File: config.mk
export PLATFORM = sky130hd
export DESIGN_NAME = mem_bus_arbiter
export DESIGN_NICKNAME = d
export VERILOG_FILES = /design/src/rtl/mem_bus_arbiter.sv
export SDC_FILE = /design/constraint.sdc
export NUM_CORES = 1
export LEC_CHECK = 0
export ABC_CLOCK_PERIOD_IN_PS = 5050
export CAP_MARGIN = 15
export CORE_AREA = 2 2 121 123
export CTS_CLUSTER_SIZE = 24
export DETAILED_ROUTE_END_ITERATION = 12
export DIE_AREA = 0 0 123 125
export SETUP_SLACK_MARGIN = 0.5
export SLEW_MARGIN = 20
export SYNTH_ARGS = -nofsm -noshare
export SYNTH_HDL_FRONTEND = slang
export SYNTH_SLANG_ARGS = --single-unit
export TNS_END_PERCENT = 20
File: constraint.sdc
create_clock -name clk -period 5.05 [get_ports clk]
set_input_delay 1.515 -clock clk [delete_from_list [all_inputs] [get_ports clk]]
set_output_delay 1.515 -clock clk [all_outputs]
set_load 0.01 [all_outputs]
File: src/rtl/mem_bus_arbiter.sv
// Two-master MemoryBus arbiter: grants whole transactions to the debug probe (A)
// or the multicycle core (B), with optional round-robin and a done watchdog.

package MemoryBus;

  typedef struct packed {
    logic        start;
    logic [31:0] wdata;
    logic [3:0]  byteEn;
  } Cmd;

  typedef struct packed {
    logic [31:0] data;
    logic        done;
  } Result;

endpackage

module mem_bus_arbiter
  import MemoryBus::*;
#(
  parameter bit          FIXED_PRIO_A   = 1'b0,
  parameter int unsigned TIMEOUT_CYCLES = 256,
  parameter int unsigned CNT_W          = 9
) (
  input  logic        clk,
  input  logic        rst,
  input  logic [29:0] a_address,
  input  logic        a_we,
  input  Cmd          a_cmd,
  output Result       a_result,
  output logic        a_err,
  input  logic [29:0] b_address,
  input  logic        b_we,
  input  Cmd          b_cmd,
  output Result       b_result,
  output logic        b_err,
  output logic [29:0] m_address,
  output logic        m_we,
  output Cmd          m_cmd,
  input  Result       m_result,
  output logic        grant_a,
  output logic        grant_b
);

  typedef enum logic [1:0] {
    IDLE,
    ISSUE,
    WAIT,
    RELEASE
  } state_e;

  typedef enum logic {
    OWN_A,
    OWN_B
  } owner_e;

  localparam bit               TIMEOUT_EN = (TIMEOUT_CYCLES != 0);
  localparam logic [CNT_W-1:0] LAST_CNT   = CNT_W'(TIMEOUT_CYCLES - 1);

  state_e            state_q, state_d;
  owner_e            owner_q, owner_d;
  owner_e            last_q, last_d;
  logic [CNT_W-1:0]  cnt_q, cnt_d;

  logic [29:0] selAddr;
  logic        selWe;
  Cmd          selCmd;
  Result       fwdRes;
  logic        fwdErr;
  logic        busy;

  // State, owner, last-owner and watchdog registers; last owner starts as B so A wins the first tie
  always_ff @(posedge clk) begin
    if (rst) begin
      state_q <= IDLE;
      owner_q <= OWN_A;
      last_q  <= OWN_B;
      cnt_q   <= '0;
    end else begin
      state_q <= state_d;
      owner_q <= owner_d;
      last_q  <= last_d;
      cnt_q   <= cnt_d;
    end
  end

  // Next-state, bus drive and result routing; done or abort only ever reaches the owner
  always_comb begin
    state_d   = state_q;
    owner_d   = owner_q;
    last_d    = last_q;
    cnt_d     = cnt_q;
    selAddr   = (owner_q == OWN_B) ? b_address : a_address;
    selWe     = (owner_q == OWN_B) ? b_we : a_we;
    selCmd    = (owner_q == OWN_B) ? b_cmd : a_cmd;
    fwdRes    = '0;
    fwdErr    = 1'b0;
    busy      = 1'b0;
    m_address = '0;
    m_we      = 1'b0;
    m_cmd     = '0;

    case (state_q)
      IDLE: begin
        if (a_cmd.start || b_cmd.start) begin
          state_d = ISSUE;
          if (a_cmd.start && b_cmd.start) begin
            if (FIXED_PRIO_A) begin
              owner_d = OWN_A;
            end else begin
              owner_d = (last_q == OWN_A) ? OWN_B : OWN_A;
            end
          end else if (a_cmd.start) begin
            owner_d = OWN_A;
          end else begin
            owner_d = OWN_B;
          end
        end
      end

      ISSUE: begin
        busy        = 1'b1;
        m_address   = selAddr;
        m_we        = selWe;
        m_cmd       = selCmd;
        m_cmd.start = 1'b1;
        cnt_d       = '0;
        if (m_result.done) begin
          fwdRes  = m_result;
          last_d  = owner_q;
          state_d = RELEASE;
        end else begin
          state_d = WAIT;
        end
      end

      WAIT: begin
        busy        = 1'b1;
        m_address   = selAddr;
        m_we        = selWe;
        m_cmd       = selCmd;
        m_cmd.start = 1'b0;
        cnt_d       = cnt_q + CNT_W'(1);
        if (m_result.done) begin
          fwdRes  = m_result;
          last_d  = owner_q;
          state_d = RELEASE;
        end else if (TIMEOUT_EN && (cnt_q == LAST_CNT)) begin
          fwdRes.data = '0;
          fwdRes.done = 1'b1;
          fwdErr      = 1'b1;
          state_d     = RELEASE;
        end
      end

      RELEASE: begin
        state_d = IDLE;
      end

      default: begin
        state_d = IDLE;
      end
    endcase

    grant_a  = busy && (owner_q == OWN_A);
    grant_b  = busy && (owner_q == OWN_B);
    a_result = (owner_q == OWN_A) ? fwdRes : '0;
    b_result = (owner_q == OWN_B) ? fwdRes : '0;
    a_err    = fwdErr && (owner_q == OWN_A);
    b_err    = fwdErr && (owner_q == OWN_B);
  end

endmodule

# After elaboration in Yosys (flattened, before gate mapping)
# Cells that the tools add are included.
dict set report totals {
  regBits 13
  latch_bits 0
  out_inout_bits 138
  mem_bits_ro 0
  mem_count 0
  ram_bits 0
}
dict set report op_classes {
  add_sub_neg 1
  n_eq_ne 6
  n_lt_le_gt_ge 0
  div_mod_pow 0
  n_mux 25
  reduce_logical 12
  n_mul 0
  bitwise_logic 1
  n_shift 0
}
# operator n
set ops {}
lappend ops {{two-way mux 33 bit} 4}
lappend ops {{case mux 37 bit (2 select lines)} 1}
lappend ops {{case mux 33 bit (2 select lines)} 1}
lappend ops {{two-way mux 30 bit} 2}
lappend ops {{two-way mux 36 bit} 1}
lappend ops {{case mux 9 bit (2 select lines)} 1}
lappend ops {{two-way mux 1 bit} 11}
lappend ops {{adder 9 x 1 -> 9 bit, second input constant} 1}
lappend ops {{== test 9 x 8 -> 1 bit, second input constant} 1}
lappend ops {{case mux 2 bit (4 select lines)} 1}
lappend ops {{two-way mux 2 bit} 3}
lappend ops {{AND reduction 2 bit} 3}
lappend ops {{logical AND 1 bit} 5}
lappend ops {{== test 2 bit, second input constant} 2}
lappend ops {{!= test 3 bit, second input constant} 1}
lappend ops {{== test 2 x 1 -> 1 bit, second input constant} 1}
lappend ops {{zero test 2 bit} 1}
lappend ops {{!= test 2 bit, second input constant} 1}
lappend ops {{nonzero test 2 bit} 1}
lappend ops {{OR reduction 2 bit} 1}
lappend ops {{logical OR 1 bit} 1}
lappend ops {{NOT 1 bit} 1}

# Longest topological paths before layout
dict set report logic_depth {
  word_depth 5
  mapped_depth 7
  depth_no_buf 7
}

# Worst setup path after synthesis
# No wires, ideal clock.
dict set report synth_path {
  kind {input to output}
  start {in m_result[0] (netlist name)}
  end {out b_result[10] (netlist name)}
  required_time_ns 3.535
  cell_stages 3
  setup_slack_ns 1.569
  arrival_ns 1.966
  n_path_buf 1
  path_cell_list {nand2_1 > buf_2 > nor2_1}
}
# item line
set synth_rtl {}
lappend synth_rtl {{start: declaration} 41} ;# input Result m_result,
lappend synth_rtl {{end: declaration} 36} ;# output Result b_result,

==> results <==
## state kept, by name, summed over array words and instances (netlist names)
name / count
cnt_q: 9
state_q: 2
last_q: 1
owner_q: 1
## power by group through the flow
stage / Sequential, mW / Clock [mW] / Combinational (mW)
after floorplan: 0.126 / 0 / 0.828
after global placement: 0.158 / 0 / 1.60
after detailed placement: 0.160 / 0 / 1.62
after CTS: 0.158 / 0.155 / 1.62
after global routing: 0.162 / 0.158 / 1.72
final: 0.157 / 0.152 / 1.59
## worst max-delay path, cell delays in order
cell,delay (ns)
dlygate4sd2_1,0.32
nand2_1,0.10
buf_4,0.25
nor2_1,0.17
clkdlybuf4s50_1,0.56
## per-stage QoR
step                hold WS, ns  utilization  area, um^2
global route             0.5203       0.3807        5408
floorplan                0.4370            -        2105
global placement         0.4672       0.3752        5329
detailed placement       0.4799       0.3752        5329
finish                   0.4813       0.3807        5408
CTS                      0.4870       0.3807        5408
## cells by family after synthesis
| family | after synthesis | share of synthesized area |
|---|---|---|
| and+or+nand+nor | 204 | 0.3853 |
| xor gates and xnor gates | 3 | 0.01249 |
| AOI/OAI and AO/OA | 16 | 0.04518 |
| buffers and inverters | 31 | 0.07491 |
| muxes | 69 | 0.3288 |
| adders and majority gates | 5 | 0.02973 |
| DFF | 13 | 0.1237 |
## cells in the final DEF, fill, tap and decap left out, types with 5 or more instances in the layout
master           count
clkdlybuf4s50_1    307
nand3_1              5
a21oi_1              5
nand2_1             46
dfxtp_1             12
inv_1                6
o21ai_0              5
ha_1                 5
mux2i_1             68
nor2_1             140
## how the worst max path moves through the flow
stage | depth (start not counted) | end | startpoint | slack [ns]
global placement | 4 | a_result[0] | m_result[0] | 0.36
finish | 5 | b_result[23] | m_result[0] | 0.62
detailed placement | 4 | a_result[0] | m_result[0] | 0.34
global route | 5 | b_result[23] | m_result[0] | 0.53
floorplan | 3 | b_result[10] | m_result[0] | 1.57
CTS | 5 | b_result[23] | m_result[0] | 0.62
## area by class of cell
| class | instances | share of cell area |
|---|---|---|
| clock buffers | 3 | 0.01388 |
| clock inverters | 1 | 0.0009255 |
| well taps | 184 | 0.04257 |
| inverters | 6 | 0.004165 |
| flip-flops and latches | 13 | 0.04882 |
| multi-input cells | 297 | 0.3119 |
| repair buffers | 312 | 0.5777 |
## what timing repair did
item,in CTS,in global routing
gates resized for setup,2,0
setup endpoints to repair,67,0
buffers inserted,0,0
## layer usage
layer / global-route usage / vias up / routed length (um) / part of all wire
met4: 0.03877 / 0 / 205 / 0.019
met1: 0.1314 / 1458 / 3979 / 0.36
met5: 0 / - / 0 / 0
li1: - / 1683 / - / -
met2: 0.2532 / 189 / 5638 / 0.51
met3: 0.02874 / 13 / 1130 / 0.10
==> summary.log <==
INFO  status         status=completed
INFO  global_routing antenna_violations_before_repair=0
INFO  timing         final_worst_path_setup_slack=0.6215ns
INFO  final_layout   filler_instances=1469
INFO  critical_path  timing.reg2reg.setup_slack=2.60ns
INFO  final_layout   antennaDiodeCount=0
INFO  floorplan      design.die.area=15380um^2
INFO  clock_tree     worst_skew_pair.late_latency=0.25ns
INFO  clock_tree     clkTransAtPathRegs=0.04ns
INFO  yosys          dominantRegCellSynth=dfxtp_1
INFO  placed_design  hpwl_after_detailed_placement=9557um
INFO  timing         fmax=225.8MHz
INFO  power          total_chip_power=1.900mW
INFO  timing         finalSetupViolCount=0
INFO  yosys          synth.ff_latch_count=13
INFO  routing        detail_route.vias_per_cell=4.097
INFO  timing         final_max_slew_viols=0
INFO  timing         finalWorstPathRequiredPeriod=4.428ns
INFO  critical_path  crit-reg2reg-launch=state_q[1]$_SDFFE_PP0P_
INFO  power          p_clk_frac=0.080
INFO  yosys          synth_commonest_cells=nor2_1 (140), mux2i_1 (68), nand2_1 (46)
INFO  power          p_int=1.028mW
INFO  yosys          count_of_different_cell_masters_after_synthesis=28
INFO  yosys          synth_top_area_frac=0.3234
INFO  power          net-switching-power=871.5uW
INFO  placed_design  place_congestion=0.8137
INFO  timing         final.setup_skew=0.005205ns
INFO  floorplan      chipHeight=125um
INFO  final_layout   layout-area-overhead-vs-synth=157.0%
INFO  yosys          async_flop_share=0
INFO  global_routing grt_remaining_overflow=0
INFO  yosys          total_nets_after_synthesis=517
INFO  final_layout   finish.cell_count_without_fillers=816
INFO  routing        first_iter_violations=47
INFO  power          power.ir.vdd_worst=0.1684mV
INFO  global_routing grt_first_pass_wirelength=15810um
INFO  timing         slew_headroom=0.3687
INFO  yosys          number_of_flops_mapped_to_enable_cells_by_yosys=0
INFO  final_layout   multi_input_comb_area=1687um^2
INFO  critical_path  worst_r2r_path_depth=5
INFO  yosys          syn_area=2105um^2
INFO  critical_path  critPathArrivalTime=2.91ns
INFO  timing         rsz0062_at_grt=no
INFO  hold_path      whs_path_depth=2
INFO  power          static_power_due_to_leakage=1.881nW
INFO  placed_design  io_buffer_count=308
INFO  placed_design  dpl.cell_count=812
INFO  hold_path      whs_endpoint=state_q[1]$_SDFFE_PP0P_
INFO  placed_design  dpl_worst_slack=0.3378ns
INFO  global_routing grt_pass1_vias=3126
INFO  routing        detailroute.via_count=3343
INFO  floorplan      chipWidth=123um
INFO  floorplan      std_cell_rows=44
INFO  final_layout   layout-drive-gt1-share=0.01899
INFO  clock_tree     clock-root-buffer=clkbuf_16
INFO  routing        route.detailed.drc=0
INFO  clock_tree     cts_hold_repair.buffers=0
INFO  run            maxCapViolations=0
INFO  final_layout   final-seq-area=264.0um^2
INFO  timing         final_min_period_over_clock_period=0.8769
INFO  routing        routed_wl=10950um
INFO  floorplan      placeableCoreArea=14200um^2
INFO  critical_path  timing_worst_setup_path_type=in -> out
INFO  routing        drtAntennaViolNets=0
INFO  routing        drt_pre_antenna_iters=4
INFO  yosys          ys_seq_area_frac=0.1237
INFO  yosys          most_instantiated_library_cell_after_synthesis=nor2_1
INFO  timing         timing.final.hold_violations=0
INFO  timing         fin_setup_tns=0ns
INFO  critical_path  timing.rr.end=cnt_q[3]$_SDFFE_PP0N_
INFO  critical_path  critPathRequiredTime=3.54ns
INFO  yosys          synthesis.yosys.warnings=0
INFO  final_layout   finish.net_count=809
INFO  yosys          synth_area_leaders=mux2i_1 (32%), nor2_1 (25%), dfxtp_1 (12%)
INFO  clock_tree     h-tree-depth=1
INFO  floorplan      initial_core_util=0.1482
INFO  power          seqPwrFrac=0.082
INFO  clock_tree     numCtsBuffers=3
INFO  clock_tree     numClockSinks=13
INFO  timing         timing_worst_slew_pin_value=0.9459ns
INFO  global_routing grt_start_max_net_pins=38
INFO  critical_path  cp_max_fo=32
INFO  power          p_sw_frac=0.4588
INFO  power          power.density_cell_area=351.3nW/um^2
INFO  yosys          avgSynthCellArea=6.172um^2
INFO  clock_tree     ctsLongestPathBuffers=2
INFO  hold_path      hold_path_startpoint=state_q[1]$_SDFFE_PP0P_
INFO  clock_tree     tritoncts_clock_tree=built
INFO  global_routing global_route.usage.total=0.1287
INFO  hold_path      worstHoldPathType=reg -> reg
INFO  yosys          netlist_instances=341
INFO  power          share_of_total_power_in_combinational_logic=0.838
INFO  critical_path  endpoint_kind=output pin
INFO  floorplan      ioPinCount=309
INFO  yosys          synth_area_leader_cell=mux2i_1
INFO  routing        avg_wl_per_cell=13.42um
INFO  critical_path  critical_path_launch_point_type=input pin
No activity file was read; power rests on OpenSTA's default activity.
